File: src/rtl/reg_dump_pkg.sv
// Shared definitions for the register-dump engine: FSM encoding,
// default geometry and index helpers.
package reg_dump_pkg;

    localparam int NUM_REGS_DEFAULT = 16;
    localparam int SETTLE_DEFAULT   = 1;

    localparam logic [2:0] ST_IDLE    = 3'd0;
    localparam logic [2:0] ST_SELECT  = 3'd1;
    localparam logic [2:0] ST_CAPTURE = 3'd2;
    localparam logic [2:0] ST_HOLD    = 3'd3;
    localparam logic [2:0] ST_DONE    = 3'd4;

    // Indices beyond the implemented register file collapse onto the top register.
    function automatic logic [4:0] clamp_idx(input logic [4:0] idx, input logic [4:0] max_idx);
        if (idx > max_idx) begin
            return max_idx;
        end else begin
            return idx;
        end
    endfunction

    // Advance an index, wrapping from the top register back to register 0.
    function automatic logic [4:0] next_idx(input logic [4:0] idx, input logic [4:0] max_idx);
        if (idx == max_idx) begin
            return 5'd0;
        end else begin
            return idx + 5'd1;
        end
    endfunction

endpackage

File: src/rtl/reg_dump.sv
// Register-file dump engine: walks a (possibly wrapping) index range,
// holds each select for SETTLE cycles, captures the read data and
// presents it one word at a time on a valid/ready output.
module reg_dump
    import reg_dump_pkg::*;
#(
    parameter int NUM_REGS = NUM_REGS_DEFAULT,
    parameter int SETTLE   = SETTLE_DEFAULT
) (
    input  logic        clk,
    input  logic        rst,
    input  logic        start,
    input  logic [4:0]  first_reg,
    input  logic [4:0]  last_reg,
    input  logic        abort,
    output logic [4:0]  which_reg,
    input  logic [31:0] reg_content,
    output logic        out_valid,
    input  logic        out_ready,
    output logic [31:0] out_data,
    output logic [4:0]  out_idx,
    output logic        out_last,
    output logic        busy,
    output logic        done
);

    localparam logic [4:0] MAX_IDX     = 5'(NUM_REGS - 1);
    localparam logic [2:0] SETTLE_LAST = 3'(SETTLE - 1);

    logic [2:0] state_r;
    logic [2:0] st_nx_s;
    logic [2:0] cnt_r;
    logic [4:0] cur_r;
    logic [4:0] end_r;
    logic [4:0] first_c_s;
    logic [4:0] last_c_s;
    logic [4:0] inc_s;
    logic       accept_s;

    assign first_c_s = clamp_idx(first_reg, MAX_IDX);
    assign last_c_s  = clamp_idx(last_reg, MAX_IDX);
    assign inc_s     = next_idx(cur_r, MAX_IDX);
    assign accept_s  = out_valid && out_ready;

    // Next-state selection; abort overrides every other transition out of a busy state.
    always_comb begin
        st_nx_s = state_r;
        case (state_r)
            ST_IDLE: begin
                if (start) begin
                    st_nx_s = ST_SELECT;
                end else begin
                    st_nx_s = ST_IDLE;
                end
            end
            ST_SELECT: begin
                if (cnt_r == SETTLE_LAST) begin
                    st_nx_s = ST_CAPTURE;
                end else begin
                    st_nx_s = ST_SELECT;
                end
            end
            ST_CAPTURE: begin
                st_nx_s = ST_HOLD;
            end
            ST_HOLD: begin
                if (accept_s) begin
                    if (out_last) begin
                        st_nx_s = ST_DONE;
                    end else begin
                        st_nx_s = ST_SELECT;
                    end
                end else begin
                    st_nx_s = ST_HOLD;
                end
            end
            ST_DONE: begin
                st_nx_s = ST_IDLE;
            end
            default: begin
                st_nx_s = ST_IDLE;
            end
        endcase
        if (abort && (state_r != ST_IDLE)) begin
            st_nx_s = ST_IDLE;
        end else begin
            st_nx_s = st_nx_s;
        end
    end

    // State register and status flags, all registered from the next state.
    always_ff @(posedge clk or negedge rst) begin
        if (!rst) begin
            state_r   <= ST_IDLE;
            cnt_r     <= 3'd0;
            busy      <= 1'b0;
            out_valid <= 1'b0;
            done      <= 1'b0;
        end else begin
            state_r   <= st_nx_s;
            busy      <= (st_nx_s != ST_IDLE);
            out_valid <= (st_nx_s == ST_HOLD);
            done      <= (st_nx_s == ST_DONE);
            if ((state_r == ST_SELECT) && (st_nx_s == ST_SELECT)) begin
                cnt_r <= cnt_r + 3'd1;
            end else begin
                cnt_r <= 3'd0;
            end
        end
    end

    // Index tracking, read select and output word capture.
    always_ff @(posedge clk or negedge rst) begin
        if (!rst) begin
            cur_r     <= 5'd0;
            end_r     <= 5'd0;
            which_reg <= 5'd0;
            out_data  <= 32'd0;
            out_idx   <= 5'd0;
            out_last  <= 1'b0;
        end else begin
            if ((state_r == ST_IDLE) && (st_nx_s == ST_SELECT)) begin
                cur_r     <= first_c_s;
                end_r     <= last_c_s;
                which_reg <= first_c_s;
            end else if ((state_r == ST_HOLD) && (st_nx_s == ST_SELECT)) begin
                cur_r     <= inc_s;
                which_reg <= inc_s;
            end
            if ((state_r == ST_CAPTURE) && (st_nx_s == ST_HOLD)) begin
                out_data <= reg_content;
                out_idx  <= cur_r;
                out_last <= (cur_r == end_r);
            end
        end
    end

endmodule

File: config.mk
export PLATFORM = sky130hd
export DESIGN_NAME = reg_dump
export DESIGN_NICKNAME = d
export VERILOG_FILES = /design/src/rtl/reg_dump_pkg.sv /design/src/rtl/reg_dump.sv
export SDC_FILE = /design/constraint.sdc
export NUM_CORES = 1
export LEC_CHECK = 0
export CORE_MARGIN = 2
export CORE_UTILIZATION = 47
export DETAILED_ROUTE_END_ITERATION = 12
export HOLD_SLACK_MARGIN = 0.03
export PLACE_DENSITY = 0.86
export SKIP_CTS_REPAIR_TIMING = 1
export SLEW_MARGIN = 20
export SYNTH_ARGS = -nofsm -noshare
export SYNTH_HDL_FRONTEND = slang
export SYNTH_SLANG_ARGS = --single-unit
File: constraint.sdc
create_clock -name clk -period 3.01 [get_ports clk]
set_clock_uncertainty 0.15 [all_clocks]
set_input_delay 0.7525 -clock clk [delete_from_list [all_inputs] [get_ports clk]]
set_output_delay 0.7525 -clock clk [all_outputs]
set_load 0.03 [all_outputs]
==> Word-level counts from Yosys, hierarchy flattened <==
Index checks and enable logic that the tools add are counted.
{ "totals": {"in_bits": 47, "output_inout_bits": 46, "regBits": 57, "word_cells": 45} }
{ "op_classes": {"mux": 12, "n_addsub": 2, "n_eq_ne": 8, "reduce_logical": 11, "magnitude_cmp": 2} }
{ "op_table": {"columns": ["op", "count"], "rows": [
  ["two-way mux 5 bit", 5],
  ["two-way mux 3 bit", 4],
  ["one-hot mux 3 bit (4 select lines)", 1],
  ["> comparator 5 x 4 -> 1 bit, second input constant", 2],
  ["equality test 3 x 2 -> 1 bit, second input constant", 3],
  ["equality test 3 x 1 -> 1 bit, second input constant", 2],
  ["logical AND 1 bit", 6],
  ["logical NOT 3 bit", 2],
  ["nonzero test 3 bit", 2],
  ["adder 5 x 1 -> 5 bit, second input constant", 1],
  ["equality test 5 x 4 -> 1 bit, second input constant", 1],
  ["equality test 5 bit", 1],
  ["adder 3 x 1 -> 3 bit, second input constant", 1],
  ["equality test 3 bit, second input constant", 1],
  ["two-way mux 2 bit", 1],
  ["nonzero test 2 bit", 1],
  ["two-way mux 1 bit", 1]
]} }

==> Longest topological paths before layout <==
{ "logic_depth": {"depth_word": 8, "mapped_depth": 6, "depth_no_buf": 6} }

==> Least setup slack after synthesis <==
OpenSTA, ideal clock, no wires.
{ "synth_timing": {"path_type": "input-to-reg", "startpoint": "input abort", "endpoint": "register out_data[10]", "path_stages": 5, "arrival_ns": 1.695, "setup_ns": 0.125, "path_buffers": 2, "path_slack_ns": 1.040, "required_ns": 2.735, "cell_sequence": "nand2b_1 > nor3_2 > buf_4 > buf_6 > mux2_2"} }
{ "synth_between": {"elab_chain_len": 4} }
{ "synth_rtl": {"columns": ["element", "line_no", "source"], "rows": [
  ["start, declared", "reg_dump.sv:15", "input logic abort,"],
  ["logical AND 1 bit", "reg_dump.sv:84", "if (abort && (state_r != ST_IDLE)) begin"],
  ["two-way mux 3 bit", "reg_dump.sv:84", null],
  ["equality test 3 x 2 -> 1 bit", "reg_dump.sv:130", "if ((state_r == ST_CAPTURE) && (st_nx_s == ST_HOLD)) begin"],
  ["logical AND 1 bit", "reg_dump.sv:130", null],
  ["end signal, assigned", "reg_dump.sv:131", "out_data <= reg_content;"],
  ["end, declared", "reg_dump.sv:20", "output logic [31:0] out_data,"]
]} }
No other way between the ends.
A chain may end at the register's enable or synchronous reset.

==> summary.md <==
| Metric | Value |
|---|---|
| Status | `finished clean` |
| PD cells | `987.9 mW/mm2` |
| VDD IR max | `between 0.6 and 0.7 mV` |
| Yosys top cell by area | `dfrtp_1` |
| Routed wire length | `5126 um` |
| Ys async rst share | `between 90% and 100%` |
| Pleak | `1.482 nW` |
| IO buf count | `roughly 90` |
| H-tree depth | `3` |
| Achievable Freq | `405.0 MHz` |
| CTS tree | `built` |
| Initial antenna violation count | `0` |
| Synthesized area per cell | `~13 um2` |
| Clock slew at reported path FFs | `60 ps` |
| Die Wd | `75.20 um` |
| Critical Path End Type | `output pin` |
| EDFF count, synth | `0` |
| Unique cell type count in the Yosys netlist | `35` |
| Die ar. | `roughly 0.0057 mm2` |
| #FFs+latches synth | `57` |
| Final Hold Viols | `0` |
| YS warnings | `0` |
| Clk_lat worst skew | `330 ps` |
| Post-DRT Antenna Nets | `0` |
| Period utilization | `82.04%` |
| Nets@finish | `between 300 and 400` |
| Total grt overflow | `0` |
| Max stage delay on crit path | `between 700 and 800 ps` |
| Slew headroom | `between 60% and 70%` |
| First drt pass iteration count | `4` |
| Min cycle time layout | `2469 ps` |
| Dpl cells | `~330` |
| CP Launch Type | `flip-flop` |
| Final routed DRC violation total | `0` |
| DP HPWL | `~3700 um` |
| Ports | `between 90 and 100` |
| Worst Path Buf+Inv | `1` |
| Rows | `25` |
| Ratio of cells with drive above 1 in the final layout | `21.35%` |
| Largest net degree at the start of global routing | `40` |
| Worst slew pin tran | `459.4 ps` |
| Worst EP arrival | `around 1600 ps` |
| Register area share after synthesis | `between 50 and 60%` |
| Drt wl/cell | `~15 um` |
| Req. time, crit path | `around 2100 ps` |
| Syn nets | `229` |
| Crit Path Class | `flip-flop to output pin` |
| GRT Overall Usage | `19.65%` |
| DR vias | `roughly 1.8k` |
| Hold WC Path Type | `input port to async pin` |
| Final Setup Violations | `0` |
| Max Slew Vio Count | `0` |
| Commonest cells after routing, fill and taps aside | `clkdlybuf4s50_1 (91), dfrtp_1 (57), mux2_2 (37)` |
| Non-filler cells, final | `approximately 350` |
| Area Overhead vs Synth | `49.00%` |
| Most common cell after layout, fill and taps aside | `clkdlybuf4s50_1` |
| Clock Tree Buf Depth | `2` |
| CP delay by family, top | `buffers and inverters` |
| Total clock sinks | `57` |
| Core area | `roughly 0.0048 mm2` |
| Max-cap viol count | `0` |
| Synth Cell Area | `about 0.0024 mm2` |
| Total negative slack | `0 ps` |
| Vias in the first global route | `approximately 1.7k` |
| First-pass GRT wire length | `just over 8000 um` |
| CP max stage cell | `clkdlybuf4s50_1` |
| Post-synth top area share | `between 50% and 60%` |
| CP Cell Sequence | `clkdlybuf4s50_1` |
| Syn Inst Count | `approximately 180` |
| Placer Congestion | `0.7375` |
| TritonCTS buffer count | `9` |
| Vias per cell | `between 5 and 6` |
| Main area contributors after synthesis | `dfrtp_1 (60%), mux2_2 (17%), nand2_1 (2.0%), o21ai_0 (1.7%), ha_1 (1.6%)` |
| CP Max Fanout | `9` |
| Unrepaired setup endpoints after global routing | `no` |
| Top FF cell, synth | `dfrtp_1` |
| Drt initial violations | `between 70 and 80` |
| Clock root cell | `clkbuf_8` |
| Initial Utilization | `49.45%` |
| Die Span Y | `between 70 and 80 um` |
| # diodes | `0` |
[metrics by stage]
stage / worst slack [ps] / cell area (um2) / power (mW) / hold slack (ps) / utilization, %
floorplan: 1040 / 2382 / 2.166 / 281.5 / -
global placement: 441.9 / 3369 / 2.843 / 300.2 / 69.95
detailed placement: 419.7 / 3369 / 2.885 / 308.6 / 69.95
CTS: 527.1 / 3550 / 3.541 / 239.6 / 73.69
global route: 481.8 / 3550 / 3.685 / 269.7 / 73.69
finish: 540.7 / 3550 / 3.507 / 238.0 / 73.69
[worst paths after layout]
kind / from / endpoint / slack [ps] / cells past startpoint
worst max-delay path: cur_r[2] / which_reg[2] / 540 / 1
worst min-delay path: rst / out_last / 240 / 2
worst max register to register: state_r[2] / cur_r[3] / 1030 / 4
worst min register to register: cnt_r[0] / cnt_r[0] / 310 / 1
max in group asynchronous: rst / out_data[23] / 2070 / 2
min in group clk: cnt_r[0] / cnt_r[0] / 310 / 1
[flip-flops by register name (all words and copies together) (netlist names)]
register and flops:
out_idx 5, done 1, out_valid 1, busy 1
out_data 32, end_r 5, cur_r 5, state_r 3
out_last 1, cnt_r 3
[where the power goes]
part           total [mW]  internal, mW  leakage [nW]  switching, mW
Sequential           1.27          1.06         0.687          0.204
Clock               0.640         0.357        0.0980          0.283
Combinational        1.60         0.762         0.697          0.840
Total                3.51          2.18          1.48           1.33
[final cells by class]
type / count / area (um2)
Timing Repair Buffer: 95 / 950.9
Clock inverter: 3 / 15.01
Tap cell: 67 / 83.83
Inverter: 5 / 18.77
Fill cell: 344 / 1267
Sequential cell: 57 / 1426
Clock buffer: 12 / 165.2
Multi-Input combinational cell: 109 / 889.6
[layer usage]
metal  global-route usage [%]  up-vias  part of all wire [%]
li1                         -      833                     -
met5                        0        -                     0
met2                    29.04       77                    47
met4                    10.53        0                   1.7
met1                    25.42      829                    42
met3                    7.095       12                   9.7
[cell families (layout without fill, tap and decap cells)]
kind of cell,count (synthesis),after routing,share of synthesized area (%)
DFF,57,57,59.87
and+or+nand+nor,42,42,10.29
muxes,37,37,17.49
AOI/OAI and AO/OA,21,21,5.515
buffers and inverters,13,115,3.046
xor gates and xnor gates,6,6,2.206
adders and majority gates,3,3,1.576
[worst register-to-register path: cells and delay by family (launching register included)]
family           cells  cell delay [ps]
AND/OR/NAND/NOR      2             1040
flip-flops           1              530
AO/OA/AOI/OAI        2              140
[cell usage after synthesis (3+ instances only)]
cell type  count
xor2_1         3
inv_1          5
a31oi_1        3
dfrtp_1       57
o21ai_0        8
a21oi_1        3
nor3_1         6
nor2_1         5
nand2_1       13
mux2_2        37
ha_1           3
xnor2_1        3
buf_2          4
Power figures use the tool's default switching activity.
